===== src/rtl/parking_pkg.sv =====
// parking_pkg
// Shared definitions for the parking exit gate:
//   - gate FSM state codes (IDLE, WAIT_PAY, BAD_PAY, OPEN, BLOCK)
//   - active-low seven-segment glyphs shown on HEX_1/HEX_2
//   - the accepted payment token and a helper that recognises it
package parking_pkg;

    typedef logic [2:0] gate_state_t;

    localparam logic [2:0] ST_IDLE     = 3'd0;
    localparam logic [2:0] ST_WAIT_PAY = 3'd1;
    localparam logic [2:0] ST_BAD_PAY  = 3'd2;
    localparam logic [2:0] ST_OPEN     = 3'd3;
    localparam logic [2:0] ST_BLOCK    = 3'd4;

    // Segment order is {g,f,e,d,c,b,a}; a 0 lights the segment.
    localparam logic [6:0] SEG_OFF = 7'b1111111;
    localparam logic [6:0] SEG_P   = 7'b0001100;
    localparam logic [6:0] SEG_A   = 7'b0001000;
    localparam logic [6:0] SEG_E   = 7'b0000110;
    localparam logic [6:0] SEG_6   = 7'b0000010;
    localparam logic [6:0] SEG_0   = 7'b1000000;
    localparam logic [6:0] SEG_5   = 7'b0010010;

    localparam logic [1:0] VALID_CODE_1 = 2'b10;
    localparam logic [1:0] VALID_CODE_2 = 2'b01;

    function automatic logic code_is_valid(input logic [1:0] code_1,
                                           input logic [1:0] code_2);
        return (code_1 == VALID_CODE_1) && (code_2 == VALID_CODE_2);
    endfunction

endpackage


===== src/rtl/parking_occupancy_counter.sv =====
// parking_occupancy_counter
// Counts cars currently in the lot. Saturates at CAPACITY on entry and at 0
// on exit; an entry and an exit in the same cycle cancel out.
// Ports:
//   clk, reset  : clock, synchronous active-high reset (clears the count)
//   inc         : one car entered this cycle
//   dec         : one car left this cycle
//   occupancy   : registered car count
//   lot_full    : high while occupancy equals CAPACITY
module parking_occupancy_counter
    import parking_pkg::*;
#(
    parameter int CAPACITY = 8,
    parameter int OCC_W    = $clog2(CAPACITY + 1)
) (
    input  logic             clk,
    input  logic             reset,
    input  logic             inc,
    input  logic             dec,
    output logic [OCC_W-1:0] occupancy,
    output logic             lot_full
);

    localparam logic [OCC_W-1:0] FULL = OCC_W'(CAPACITY);

    always_ff @(posedge clk) begin
        if (reset) begin
            occupancy <= '0;
        end else if (inc && !dec) begin
            if (occupancy != FULL) begin
                occupancy <= occupancy + 1'b1;
            end
        end else if (dec && !inc) begin
            if (occupancy != '0) begin
                occupancy <= occupancy - 1'b1;
            end
        end
    end

    assign lot_full = (occupancy == FULL);

endmodule


===== src/rtl/parking_exit_gate.sv =====
// parking_exit_gate
// Exit barrier controller: waits for a payment token, opens the barrier on a
// valid code, detects tailgating and keeps the lot occupancy count.
// Optional feature: define EXIT_TIMEOUT_EN to make BAD_PAY give up and
// return to IDLE after TIMEOUT cycles without a valid code.
// Ports:
//   clk, reset               : clock, synchronous active-high reset
//   sensor_exit              : car present at the exit gate
//   sensor_clear             : car seen past the barrier
//   pay_code_1, pay_code_2   : payment token digits
//   car_entered              : one-cycle pulse per car admitted at the entrance
//   GREEN_LED, RED_LED       : gate lamps (registered)
//   HEX_1, HEX_2             : active-low seven-segment digits (registered)
//   occupancy, lot_full      : current car count and full flag
module parking_exit_gate
    import parking_pkg::*;
#(
    parameter int CAPACITY    = 8,
    parameter int WAIT_CYCLES = 4,
    parameter int TIMEOUT     = 16
) (
    input  logic                             clk,
    input  logic                             reset,
    input  logic                             sensor_exit,
    input  logic                             sensor_clear,
    input  logic [1:0]                       pay_code_1,
    input  logic [1:0]                       pay_code_2,
    input  logic                             car_entered,
    output logic                             GREEN_LED,
    output logic                             RED_LED,
    output logic [6:0]                       HEX_1,
    output logic [6:0]                       HEX_2,
    output logic [$clog2(CAPACITY + 1)-1:0]  occupancy,
    output logic                             lot_full
);

    localparam int WAIT_W = (WAIT_CYCLES < 1) ? 1 : $clog2(WAIT_CYCLES + 1);
    localparam logic [WAIT_W-1:0] WAIT_LAST = WAIT_W'(WAIT_CYCLES);

    gate_state_t       state;
    gate_state_t       next_state;
    gate_state_t       shown_state;
    logic [WAIT_W-1:0] wait_cnt;
    logic              code_ok;
    logic              car_left;
    logic              entering;

    assign code_ok  = code_is_valid(pay_code_1, pay_code_2);
    // Any clear while open counts one departure, tailgate or not.
    assign car_left = (state == ST_OPEN) && sensor_clear;

`ifdef EXIT_TIMEOUT_EN
    localparam int TIMEOUT_W = (TIMEOUT < 2) ? 1 : $clog2(TIMEOUT);
    localparam logic [TIMEOUT_W-1:0] TIMEOUT_LAST = TIMEOUT_W'(TIMEOUT - 1);

    logic [TIMEOUT_W-1:0] timeout_cnt;

    always_ff @(posedge clk) begin
        if (reset) begin
            timeout_cnt <= '0;
        end else begin
            timeout_cnt <= (state == ST_BAD_PAY) ? timeout_cnt + 1'b1 : '0;
        end
    end
`else
    // Keeps the parameter referenced when the timeout is compiled out.
    logic unused_timeout;
    assign unused_timeout = |TIMEOUT;
`endif

    always_comb begin
        next_state = state;
        case (state)
            ST_IDLE: begin
                if (sensor_exit) begin
                    next_state = ST_WAIT_PAY;
                end
            end
            ST_WAIT_PAY: begin
                // The code is only judged once the entry window has elapsed.
                if (wait_cnt == WAIT_LAST) begin
                    next_state = code_ok ? ST_OPEN : ST_BAD_PAY;
                end
            end
            ST_BAD_PAY: begin
                if (code_ok) begin
                    next_state = ST_OPEN;
                end
`ifdef EXIT_TIMEOUT_EN
                else if (timeout_cnt == TIMEOUT_LAST) begin
                    next_state = ST_IDLE;
                end
`endif
            end
            ST_OPEN: begin
                if (sensor_clear) begin
                    next_state = sensor_exit ? ST_BLOCK : ST_IDLE;
                end
            end
            ST_BLOCK: begin
                if (code_ok) begin
                    next_state = ST_OPEN;
                end
            end
            default: next_state = ST_IDLE;
        endcase
    end

    always_ff @(posedge clk) begin
        if (reset) begin
            state    <= ST_IDLE;
            wait_cnt <= '0;
        end else begin
            state    <= next_state;
            wait_cnt <= (state == ST_WAIT_PAY) ? wait_cnt + 1'b1 : '0;
        end
    end

    // Outputs trail the state register by one cycle. shown_state remembers
    // which state the lamps currently show, so a change of state restarts
    // any blinking lamp at 1.
    assign entering = (state != shown_state);

    always_ff @(posedge clk) begin
        if (reset) begin
            shown_state <= ST_IDLE;
            GREEN_LED   <= 1'b0;
            RED_LED     <= 1'b0;
            HEX_1       <= SEG_OFF;
            HEX_2       <= SEG_OFF;
        end else begin
            shown_state <= state;
            case (state)
                ST_WAIT_PAY: begin
                    GREEN_LED <= 1'b0;
                    RED_LED   <= 1'b1;
                    HEX_1     <= SEG_P;
                    HEX_2     <= SEG_A;
                end
                ST_BAD_PAY: begin
                    GREEN_LED <= 1'b0;
                    RED_LED   <= entering ? 1'b1 : ~RED_LED;
                    HEX_1     <= SEG_E;
                    HEX_2     <= SEG_E;
                end
                ST_OPEN: begin
                    GREEN_LED <= entering ? 1'b1 : ~GREEN_LED;
                    RED_LED   <= 1'b0;
                    HEX_1     <= SEG_6;
                    HEX_2     <= SEG_0;
                end
                ST_BLOCK: begin
                    GREEN_LED <= 1'b0;
                    RED_LED   <= entering ? 1'b1 : ~RED_LED;
                    HEX_1     <= SEG_5;
                    HEX_2     <= SEG_P;
                end
                default: begin
                    GREEN_LED <= 1'b0;
                    RED_LED   <= 1'b0;
                    HEX_1     <= SEG_OFF;
                    HEX_2     <= SEG_OFF;
                end
            endcase
        end
    end

    parking_occupancy_counter #(
        .CAPACITY (CAPACITY),
        .OCC_W    ($clog2(CAPACITY + 1))
    ) u_occupancy (
        .clk       (clk),
        .reset     (reset),
        .inc       (car_entered),
        .dec       (car_left),
        .occupancy (occupancy),
        .lot_full  (lot_full)
    );

endmodule


===== config.mk =====
export PLATFORM = sky130hd
export DESIGN_NAME = parking_exit_gate
export DESIGN_NICKNAME = d
export VERILOG_FILES = /design/src/rtl/parking_pkg.sv /design/src/rtl/parking_occupancy_counter.sv /design/src/rtl/parking_exit_gate.sv
export SDC_FILE = /design/constraint.sdc
export NUM_CORES = 1
export LEC_CHECK = 0
export BUFFER_PORTS_ARGS = -buffer_cell sky130_fd_sc_hd__buf_2
export CAP_MARGIN = 20
export CORE_UTILIZATION = 45
export CTS_CLUSTER_DIAMETER = 100
export DETAILED_ROUTE_END_ITERATION = 10
export PLACE_DENSITY = 0.78
export SYNTH_ARGS = -nofsm -noshare
export SYNTH_HDL_FRONTEND = slang
export SYNTH_SLANG_ARGS = --single-unit

===== constraint.sdc =====
create_clock -name clk -period 2.3 [get_ports clk]
set_input_delay 0.46 -clock clk [delete_from_list [all_inputs] [get_ports clk]]
set_output_delay 0.46 -clock clk [all_outputs]
set_load 0.005 [all_outputs]

* Yosys cells after proc, flatten, opt, wreduce, memory -nomap -nowiden
Index checks and enable logic that the tools add are counted.
** Word-level totals
- Flip-flop bits (word level) :: 29
- Input bits :: 9
- Output and inout port bits :: 21
- Word-level logic and storage cells :: 61
** Operators by class
- Add/sub/neg operators :: 3
- Eq/ne operators :: 15
- Muxes and demuxes :: 16
- Bitwise logic cells :: 4
- Reduce and logical (&&, ||, !) cells :: 15
** Operator list (count)
- one-hot mux 7 bit (4 select lines) :: 2
- 2-to-1 mux 4 bit :: 4
- 2-to-1 mux 3 bit :: 5
- one-hot mux 3 bit (4 select lines) :: 1
- != test 2 bit, second input constant :: 4
- == test 3 x 2 -> 1 bit, second input constant :: 2
- == test 3 bit, second input constant :: 2
- OR reduction 2 bit :: 3
- adder 4 x 1 -> 4 bit, second input constant :: 1
- == test 4 bit, second input constant :: 1
- logical AND 1 bit :: 4
- != test 4 bit, second input constant :: 1
- NOT 1 bit :: 4
- AND reduction 4 bit :: 1
- nonzero test 2 bit :: 2
- nonzero test 4 bit :: 1
- subtractor 4 x 1 -> 4 bit, second input constant :: 1
- adder 3 x 1 -> 3 bit, second input constant :: 1
- == test 3 x 1 -> 1 bit, second input constant :: 1
- zero test 3 bit :: 1
- 2-to-1 mux 1 bit :: 3
- != test 3 bit :: 1
- AND reduction 3 bit :: 1
- == test 2 x 1 -> 1 bit, second input constant :: 1
- other kinds (4) :: 5

* Longest topological paths before layout
Gate-level depths: netlist of the first run.
- Depth in word-level cells :: 6
- Gate-level depth with buffers :: 8
- Gate-level depth less buffers :: 8

* Cells and area by module
Synthesis of the first run repeated with hierarchy kept, for this count alone.
** Unflattened totals
- Cell total of the unflattened synthesis :: 119
- Area total of the unflattened synthesis :: 1157.4 um2
** By module, submodules not included
- parking_exit_gate :: instances 1, cells each 87, area each 855.8 um2, seq. area each 400.4 um2
- parking_occupancy_counter :: instances 1, cells each 32, area each 301.5 um2, seq. area each 80.1 um2

* Worst setup path before layout of the first run
Ideal clock, no wire load.
- Path type :: input to register
- Start :: in car_entered
- End :: reg u_occupancy.occupancy[3]
- Setup time :: 0.122 ns
- Arrival :: 1.989 ns
- Required time :: 2.178 ns
- Setup slack :: 0.189 ns
- Stages on the path :: 8
- Buffers on the path :: 1
- Cell sequence :: clkbuf_1 and2_1 inv_1 ha_1 a21o_1 a21o_1 a221o_1 o311a_1
** Between the ends
- Cells in the longest elaborated chain, start to end :: 4
- Elaborated cells on any way between the ends :: 8
- Those cells by class :: 1 x eq/ne; 1 x mux; 6 x reduce/logical
** RTL lines
- from (decl) :: RTL line parking_exit_gate.sv:28 : input logic car_entered,
- zero test 1 bit :: RTL line parking_occupancy_counter.sv:33 : end else if (dec && !inc) begin
- logical AND 1 bit :: RTL line parking_occupancy_counter.sv:33
- nonzero test 2 bit (no source line)
- AND reduction 3 bit (no source line)
- to (signal assigned) :: RTL line parking_occupancy_counter.sv:31 : occupancy <= occupancy + 1'b1;
- to (signal assigned) :: RTL line parking_occupancy_counter.sv:35 : occupancy <= occupancy - 1'b1;
- to (decl) :: RTL line parking_occupancy_counter.sv:20 : output logic [OCC_W-1:0] occupancy,
Several ways; a longest one is shown, not always the timed one.
A chain may end at the register's enable or synchronous reset.

* Final worst setup path of the first run
- Start :: reg state[1]
- End :: reg u_occupancy.occupancy[3]
** Between the ends
- Cells in the longest elaborated chain, start to end :: 6
- Elaborated cells on any way between the ends :: 10
- Those cells by class :: 2 x eq/ne; 1 x mux; 7 x reduce/logical
** RTL lines
- from (decl) :: RTL line parking_exit_gate.sv:40 : gate_state_t state;
- from (signal assigned) :: RTL line parking_exit_gate.sv:114 : state <= next_state;
- == test 3 x 2 -> 1 bit * :: RTL line parking_exit_gate.sv:50 : assign car_left = (state == ST_OPEN) && sensor_clear;
- logical AND 1 bit * :: RTL line parking_exit_gate.sv:50
- zero test 1 bit :: RTL line parking_occupancy_counter.sv:29 : end else if (inc && !dec) begin
- logical AND 1 bit :: RTL line parking_occupancy_counter.sv:29
- != test 2 bit (no source line) or nonzero test 2 bit (tied branches)
- AND reduction 3 bit (no source line)
Every way passes the cells marked *; elsewhere a longest branch is shown, timed or not.

==> metrics.yaml, run 1 <==
insertion_delay_ps: 300
die_width_um: 52.5
holdWs_ps: 434
synth-compound-area-share: 0.132
grt_antenna_before_repair: 0
tightest_slew_ps: 304
drtIter0Drc: 16
cp_slowest_cell: "dfxtp_1"
area_delta_synth_final_pct: 15.3
timing.fmax_mhz: 489
path_buf_inv: 1
grt_pass1_vias: 824
synth_top_family_by_area: "simple AND/OR/NAND/NOR gates"
maxCapViolCount: 0
fin_util: 0.575
yosysWarnings: 0
grt_max_degree: 16
critPathTopFamily: "compound AO/OA/AOI/OAI gates"
synth_edf_count: 0
avgRoutedWirePerCell_um: 11.3
peakVddDrop_mv: 0.442
hold_viol_final: 0
period_needed_ps: 2050
p_seq_frac: 0.568
synth_nets: 141
synthAdderAreaFrac: 0.0611
placed_cell_area_mm2: 0.00128
cts_resized: 0
syn-mean-instance-area_um2: 9.02
fill_cells: 227
hold_depth: 2
run_status: "finished, final reports clean"
rsz0062_at_grt: "false"
synth_ff_type: "dfxtp_1"
die_area_mm2: 0.00275
detail-route-antenna-nets: 0
stdcell_count: 180
synthCells: 127
grt_pass1_wl_um: 3470
nNetsFinal: 167
placed_cells: 176
via_count: 933
setup_viol: 0
multiInputGateArea_um2: 579
die_y_um: 52.5
drive_gt1_frac: 0.263
clock_path_buffers: 2
reg2reg_slack_ps: 250
fin_crit_sh: 0.889
power_frac_comb: 0.167
ys_seq_area_frac: 0.419
switching_share: 0.254
final.setup_skew_ps: 2.13
grt-ovfl-total: 0
layout_commonest_cell: "buf_2"
drv_slew: 0
synth-simple-area-share: 0.223
ios: 30
async_reset_ff_frac: 0
cp_cell_sequence: "nand4b_4 > and2_1 > inv_1 > ha_1 > a21o_1 > a21o_1 > a221o_1 > o311a_1"
synth_xor_area_frac: 0.0764
cts.sink_count: 24
first_pass_iters: 4
port_buffers: 29
cts-root-buf: "clkbuf_4"
viasPerCell: 5.18
core_mm2: 0.00230
power.internal_uw: 594
end_kind: "flip-flop"
tns_ps: 0
syn_area_mm2: 0.00115
criticalPathCategory: "reg2reg"
crit_top_cell: "a21o_1"
start_kind: "flip-flop"
postLayoutCellArea_mm2: 0.00132
arrival_ps: 2250
synthMuxAreaShare: 0.0131
grt.total_usage: 0.172
clkSlewWorstSetupHoldPaths_ps: 120
slew_headroom: 0.796
p_leak_uw: 0.000646
routed_wl_um: 2030
crit_cells: 8
postCtsSetupBuffers: 0
power.density_mw_per_mm2: 603
crit_fanout: 5
mostFrequentLayoutCells: "buf_2, dfxtp_1, nand2_1"
insertedDiodeCount: 0
switchingPower_uw: 202
routabilityCongestion: 0.793
ys_ff_latch: 24
dp_hpwl_um: 1610
drc: 0
pwr-share-clk: 0.265
seqCellArea_um2: 480
std_cell_rows: 17
htreeDepth: 1
critPathRequiredTime_ps: 2500
synth.distinct_cells: 34
max_stage_delay_ps: 400
hold_path.class: "in2reg"
cts_tree: "built"
cts_hold_buf: 0
numCtsBuffers: 3
reg2regPathDepth: 8
start_util: 0.499
kinds of logic after synthesis:
group                      count (synthesis)
and+or+nand+nor                           48
DFF                                       24
AOI/OAI and AO/OA                         22
buffers and inverters                     17
xor gates and xnor gates                  10
adders and majority gates                  5
muxes                                      1
registers in the layout (all words and copies together), names as in the netlist:
name / cells
GREEN_LED: 1
HEX_1: 5
HEX_2: 4
RED_LED: 1
shown_state: 3
state: 3
u_occupancy.occupancy: 4
wait_cnt: 3
final cells by class:
cell class                 instances  share of cell area
clock buffer                       4              0.0275
inverter                           6              0.0170
multi-input combinational         86               0.438
sequential                        24               0.364
tap                               28              0.0265
timing repair buffer              32               0.127
power groups by stage:
| stage | clock, uW | combinational (uW) | sequential (uW) |
|---|---|---|---|
| after floorplan | 0 | 93.4 | 462 |
| after global placement | 0 | 130 | 461 |
| after detailed placement | 0 | 134 | 463 |
| after CTS | 222 | 134 | 453 |
| after global routing | 239 | 151 | 457 |
| final | 211 | 133 | 452 |
final timing paths:
path / to / startpoint
worst max-delay path: u_occupancy.occupancy[3] / state[1]
worst min-delay path: u_occupancy.occupancy[2] / reset
worst max register to register: u_occupancy.occupancy[3] / state[1]
worst min register to register: GREEN_LED / GREEN_LED
Yosys cell counts (2+ instances only):
library cell  instances  area share
a211oi_1              2       0.013
a211oi_2              2       0.022
a21o_1                2       0.013
a21oi_1               9       0.039
and2_1                2       0.011
and3_1                2       0.011
buf_2                 3       0.013
buf_4                 5       0.033
clkbuf_1              3      0.0098
dfxtp_1              24        0.42
ha_1                  4       0.044
inv_1                 6       0.020
nand2_1              17       0.056
nand2b_1              2       0.011
nand3_1               2      0.0087
nor2_1               10       0.033
nor2b_1               5       0.027
nor3_1                3       0.013
xnor2_1               5       0.038
xor2_1                5       0.038
routing by layer:
layer	track usage	up-vias	wire length (um)
met3	0.0435	2	96
met1	0.196	436	881
met5	0	-	0
li1	-	465	-
met4	0.0526	0	11
met2	0.310	30	1040
metrics by stage:
step	total power [uW]	worst slack, ps
6_report	796	255
5_1_grt	847	150
4_1_cts	809	242
3_5_place_dp	596	42.0
3_3_place_gp	591	126
2_1_floorplan	556	189
worst register-to-register path: stages, from the launching register on:
cell      delay [ps]
dfxtp_1          400
nand4b_4         160
and2_1           210
inv_1            100
ha_1             230
a21o_1           200
a21o_1           190
a221o_1          350
o311a_1          110
Power figures use the tool's default switching activity.
==> run 2: changes to the inputs <==
SYNTH_HIERARCHICAL = 1   (was not set)
==> run 2 against run 1 <==
Effect of this change:
- global-route usage fell by 0.17 points
- critical endpoint is now u_occupancy/occupancy[3]
- largest cell class unchanged
- clock power rose by 5%
- worst setup slack got worse by 120 ps
- register-to-register slack got worse by 120 ps
- sequential cell count did not move
- combinational power rose to 3.3 times the previous value
- power rose by 52%
- non-clock buffer count rose by 1
==> metrics.yaml, run 2 <==
cts.sink_count: 24  # unchanged
die_width_um: 52.7  # +0.48%
grt_antenna_before_repair: 0  # unchanged
std_cell_rows: 18  # +1
drtIter0Drc: 14  # -2
avgRoutedWirePerCell_um: 11.7  # +3.3%
end_kind: "flip-flop"
ys_seq_area_frac: 0.415  # -0.00408
via_count: 901  # -3.4%
power.density_mw_per_mm2: 900  # +49%
async_reset_ff_frac: 0  # unchanged
clock_path_buffers: 2  # unchanged
synthCells: 119  # -6.3%
maxCapViolCount: 0  # unchanged
peakVddDrop_mv: 0.576  # +30%
grt_pass1_wl_um: 3410  # -1.8%
yosysMostFrequentCell: "dfxtp_1"
reg2regPathDepth: 9  # +1
fin_crit_sh: 0.943  # +0.0533
largest_register: "HEX_1"
synth_common_cells: "dfxtp_1, nor2_1, buf_4, xnor2_1, nor2b_1"
holdWs_ps: 431  # -3.30 ps
die_area_mm2: 0.00278  # +0.96%
cts_hold_buf: 0  # unchanged
synth_largest_area_cell: "dfxtp_1"
rsz0062_at_grt: "false"
r2r_start: "state[2]"
viasPerCell: 5.09  # -1.8%
reg2reg_to: "u_occupancy/occupancy[3]"
cts_tree: "built"
top_regs: "HEX_1 (5), HEX_2 (4), u_occupancy/occupancy (4)"
synth_nets: 133  # -5.7%
reg2reg_slack_ps: 130  # -120 ps
hold_start: "sensor_exit"
yosysWarnings: 6  # +6
period_needed_ps: 2170  # +123 ps
mostFrequentLayoutCells: "buf_2, dfxtp_1, nor2_1"
insertion_delay_ps: 320  # +20 ps
htreeDepth: 1  # unchanged
drc: 0  # unchanged
ys_ff_latch: 24  # unchanged
start_kind: "flip-flop"
grt.total_usage: 0.170  # -0.00171
synth_top_area_frac: 0.415  # -0.00408
tns_ps: 0  # unchanged
area_delta_synth_final_pct: 16.2
layout_commonest_cell: "buf_2"
insertedDiodeCount: 0  # unchanged
slew_headroom: 0.658  # -0.138
routabilityCongestion: 0.726  # -8.5%
die_y_um: 52.7  # +0.48%
numCtsBuffers: 3  # unchanged
grt_max_degree: 19  # +3
fin_util: 0.548  # -0.0273
tightest_slew_ps: 501  # +197 ps
postCtsSetupBuffers: 0  # unchanged
cts_resized: 0  # unchanged
criticalPathCategory: "reg2reg"
synth.distinct_cells: 41  # +21%
drive_gt1_frac: 0.306  # +0.0430
drv_slew: 0  # unchanged
detail-route-antenna-nets: 0  # unchanged
timing.fmax_mhz: 461  # -5.7%
synth_ff_type: "dfxtp_1"
final.setup_skew_ps: 8.52  # +6.40 ps
p_leak_uw: 0.000574  # -11%
grt_pass1_vias: 817  # -0.85%
routed_wl_um: 2070  # +1.6%
cts-root-buf: "clkbuf_4"
synth_edf_count: 0  # unchanged
hold_end: "state[2]"
start_util: 0.471  # -0.0275
placed_cell_area_mm2: 0.00131  # +1.9%
core_mm2: 0.00245  # +6.9%
ios: 30  # unchanged
largest_register_ffs: 5  # unchanged
hold_path.class: "in2reg"
clkSlewWorstSetupHoldPaths_ps: 130  # about the same
syn_area_mm2: 0.00116  # +0.98%
grt-ovfl-total: 0  # unchanged
crit_fanout: 5  # unchanged
first_pass_iters: 4  # unchanged
arrival_ps: 2420  # +170 ps
yosys-top-cells-area: "dfxtp_1, xnor2_1, buf_4, ha_1, nor2_1"
critPathRequiredTime_ps: 2560  # +60 ps
syn-mean-instance-area_um2: 9.73  # +7.8%
run_status: "finished, final reports clean"
hold_viol_final: 0  # unchanged
nNetsFinal: 162  # -3.0%
hold_depth: 3  # +1
setup_viol: 0  # unchanged
dp_hpwl_um: 1540  # -4.4%
postLayoutCellArea_mm2: 0.00135  # +1.8%
port_buffers: 29  # unchanged
## run 2: how the worst max path moves through the flow
stage / from / end / slack, ps / cells after the start
6_report: state[2] / u_occupancy/occupancy[3] / 130 / 9
5_1_grt: state[2] / u_occupancy/occupancy[3] / 30 / 9
4_1_cts: state[2] / u_occupancy/occupancy[3] / 200 / 9
3_5_place_dp: sensor_clear / u_occupancy/occupancy[3] / 40 / 10
3_3_place_gp: sensor_clear / u_occupancy/occupancy[3] / 220 / 10
2_1_floorplan: state[1] / u_occupancy/occupancy[3] / 240 / 10
## run 2: cells by family after synthesis
| logic type | Yosys count | synth area share |
|---|---|---|
| buffers and inverters | 14 | 0.0692 |
| AO/OA/AOI/OAI | 23 | 0.162 |
| adder cells (fa/ha/maj) | 5 | 0.0605 |
| XOR/XNOR | 10 | 0.0757 |
| flip-flops | 24 | 0.415 |
| AND/OR/NAND/NOR | 42 | 0.209 |
| multiplexers | 1 | 0.00865 |
## run 2: area by class of cell
cell class,instances,area [um2]
timing repair buffer,33,175
tap,30,37.5
fill,239,1110
inverter,5,18.8
multi-input combinational,81,597
clock buffer,4,36.3
sequential,24,480
## run 2: per-stage QoR
| step | power [uW] | setup slack, ps | instances |
|---|---|---|---|
| 2_1_floorplan | 874 | 245 | 119 |
| 3_3_place_gp | 983 | 215 | 173 |
| 3_5_place_dp | 996 | 42.9 | 173 |
| 4_1_cts | 1210 | 199 | 177 |
| 5_1_grt | 1300 | 26.2 | 177 |
| 6_report | 1210 | 132 | 177 |
## run 2: worst max-delay path: stages, from the launching register on
cell       delay, ps
dfxtp_1          350
nand2b_1         130
nor2_1            70
and2b_1          260
inv_2             80
ha_1             330
nand3_1          160
a2111oi_0        530
a41oi_1           90
o211ai_1         100
## run 2: layer usage
metal	part of all wire	up-vias	global-route usage	wire, um
met1	0.44	409	0.207	908
met3	0.040	6	0.0551	83
met2	0.50	27	0.266	1040
met4	0.018	0	0.0877	37
li1	-	459	-	-
met5	0	-	0	0
## run 2: report_power, final
group	internal (uW)	switching [uW]
registers	484	62.0
clock network	96.8	125
logic	214	228
==> run 3: changes to the inputs <==
CORE_ASPECT_RATIO = 0.75   (was not set)
==> run 3 against run 2 <==
Effect of this change:
- global-route usage rose by 0.34 points
- first-iteration DRC count rose by 93%
- non-clock buffer count did not move
- combinational power rose by 2%
- highest routed layer unchanged
==> metrics.yaml, run 3 (synthesized netlist as in run 2, its figures left out) <==
detail-route-antenna-nets: 0  # unchanged
multiInputGateArea_um2: 597  # unchanged
largest_register: "HEX_1"
r2r_start: "state[2]"
insertedDiodeCount: 0  # unchanged
drc: 0  # unchanged
grt.total_usage: 0.174  # +0.00342
arrival_ps: 2340  # -80 ps
die_area_mm2: 0.00278  # about the same
viasPerCell: 5.03  # -1.1%
largest_register_ffs: 5  # unchanged
grt-ovfl-total: 0  # unchanged
die_width_um: 60.6  # +15%
grt_pass1_wl_um: 3390  # -0.62%
start_kind: "flip-flop"
insertion_delay_ps: 320  # about the same
start_util: 0.489  # +0.0180
cts.sink_count: 24  # unchanged
timing.fmax_mhz: 472  # +2.2%
cts-root-buf: "clkbuf_4"
avgRoutedWirePerCell_um: 12.1  # +4.0%
cts_tree: "built"
path_buf_inv: 1  # unchanged
dp_hpwl_um: 1640  # +6.4%
layout_commonest_cell: "buf_2"
area_delta_synth_final_pct: 18.1
nNetsFinal: 162  # unchanged
numCtsBuffers: 3  # unchanged
htreeDepth: 1  # unchanged
cp_cell_sequence: "nand2b_1 > nor2_1 > and2b_1 > inv_2 > ha_1 > a21oi_1 > a2111oi_0 > a41oi_1 > o211ai_1"
ios: 30  # unchanged
setup_viol: 0  # unchanged
critPathTopFamily: "compound AO/OA/AOI/OAI gates"
drtIter0Drc: 27  # +13
drv_slew: 0  # unchanged
criticalPathCategory: "reg2reg"
routed_wl_um: 2200  # +6.3%
crit_fanout: 5  # unchanged
cts_hold_buf: 0  # unchanged
tightest_slew_ps: 361  # -140 ps
clock_path_buffers: 2  # unchanged
cts_resized: 0  # unchanged
die_y_um: 45.9  # -13%
std_cell_rows: 15  # -3
slew_headroom: 0.753  # +0.0954
hold_path.class: "reg2reg"
seqCellArea_um2: 480  # unchanged
timing.critical_path.from: "state[2]"
critPathRequiredTime_ps: 2520  # -40 ps
tns_ps: 0  # unchanged
via_count: 911  # +1.1%
routabilityCongestion: 0.708  # -2.4%
hold_viol_final: 0  # unchanged
drive_gt1_frac: 0.306  # unchanged
fin_crit_sh: 0.922  # -0.0207
grt_pass1_vias: 771  # -5.6%
cp_slowest_cell: "dfxtp_1"
period_needed_ps: 2120  # -47.7 ps
stdcell_count: 181  # +2.3%
peakVddDrop_mv: 0.581  # +0.87%
maxCapViolCount: 0  # unchanged
port_buffers: 29  # unchanged
rsz0062_at_grt: "false"
final.setup_skew_ps: 11.7  # +3.17 ps
run_status: "finished, final reports clean"
mostFrequentLayoutCells: "buf_2, dfxtp_1, nor2_1"
clkSlewWorstSetupHoldPaths_ps: 130  # about the same
p_leak_uw: 0.000581  # +1.2%
placed_cells: 177  # +2.3%
grt_antenna_before_repair: 0  # unchanged
end_kind: "flip-flop"
fill_cells: 219  # -8.4%
postCtsSetupBuffers: 0  # unchanged
top_regs: "HEX_1 (5), HEX_2 (4), u_occupancy/occupancy (4)"
power.density_mw_per_mm2: 950  # +5.6%
core_mm2: 0.00236  # -3.7%
grt_max_degree: 19  # unchanged
hold_start: "GREEN_LED"
first_pass_iters: 4  # unchanged
max_stage_delay_ps: 330  # -200 ps
[run 3: cell types whose count changed in the layout (fill, tap and decap cells not counted)]
cell       delta
bufinv_16     +1
clkbuf_8      -1
[run 3: per-layer routing]
layer	routed length, um	global-route usage	vias up
met5	0	0	-
met4	48	0.114	0
met3	121	0.0597	5
met2	992	0.268	26
met1	1030	0.207	416
li1	-	-	464
[run 3: path summary, 6_finish.rpt]
path                                    to  slack, ps  depth (start not counted)
setup reg to reg  u_occupancy/occupancy[3]        180                          9
hold / removal                   GREEN_LED        440                          1
hold reg to reg                  GREEN_LED        440                          1
setup / recovery  u_occupancy/occupancy[3]        180                          9
[run 3: worst reg2reg max path: cells and delay by family (launching register included)]
family	cells	cell delay, ps
AOI/OAI and AO/OA	4	750
DFF	1	330
and+or+nand+nor	3	570
adders and majority gates	1	270
buffers and inverters	1	100
[run 3: metrics by stage]
stage	worst slack (ps)	power (uW)	instance area (um2)	hold slack, ps	util
after floorplan	245	874	1160	417	-
after CTS	221	1310	1370	444	0.578
after detailed placement	101	1000	1310	425	0.556
after global routing	8.16	1380	1370	453	0.578
after global placement	210	981	1310	426	0.556
final	180	1300	1370	445	0.578
[run 3: area by class of cell]
cell class	instances	share of cell area
Multi-Input combinational cell	81	0.437
Tap cell	34	0.0311
Clock inverter	1	0.0220
Sequential cell	24	0.352
Inverter	5	0.0137
Clock buffer	3	0.0165
Timing Repair Buffer	33	0.128
[run 3: power by group]
part	internal, uW	switching [uW]	leakage, uW
Sequential	484	60.1	0.000197
Clock	176	125	0.0000279
Combinational	214	238	0.000356
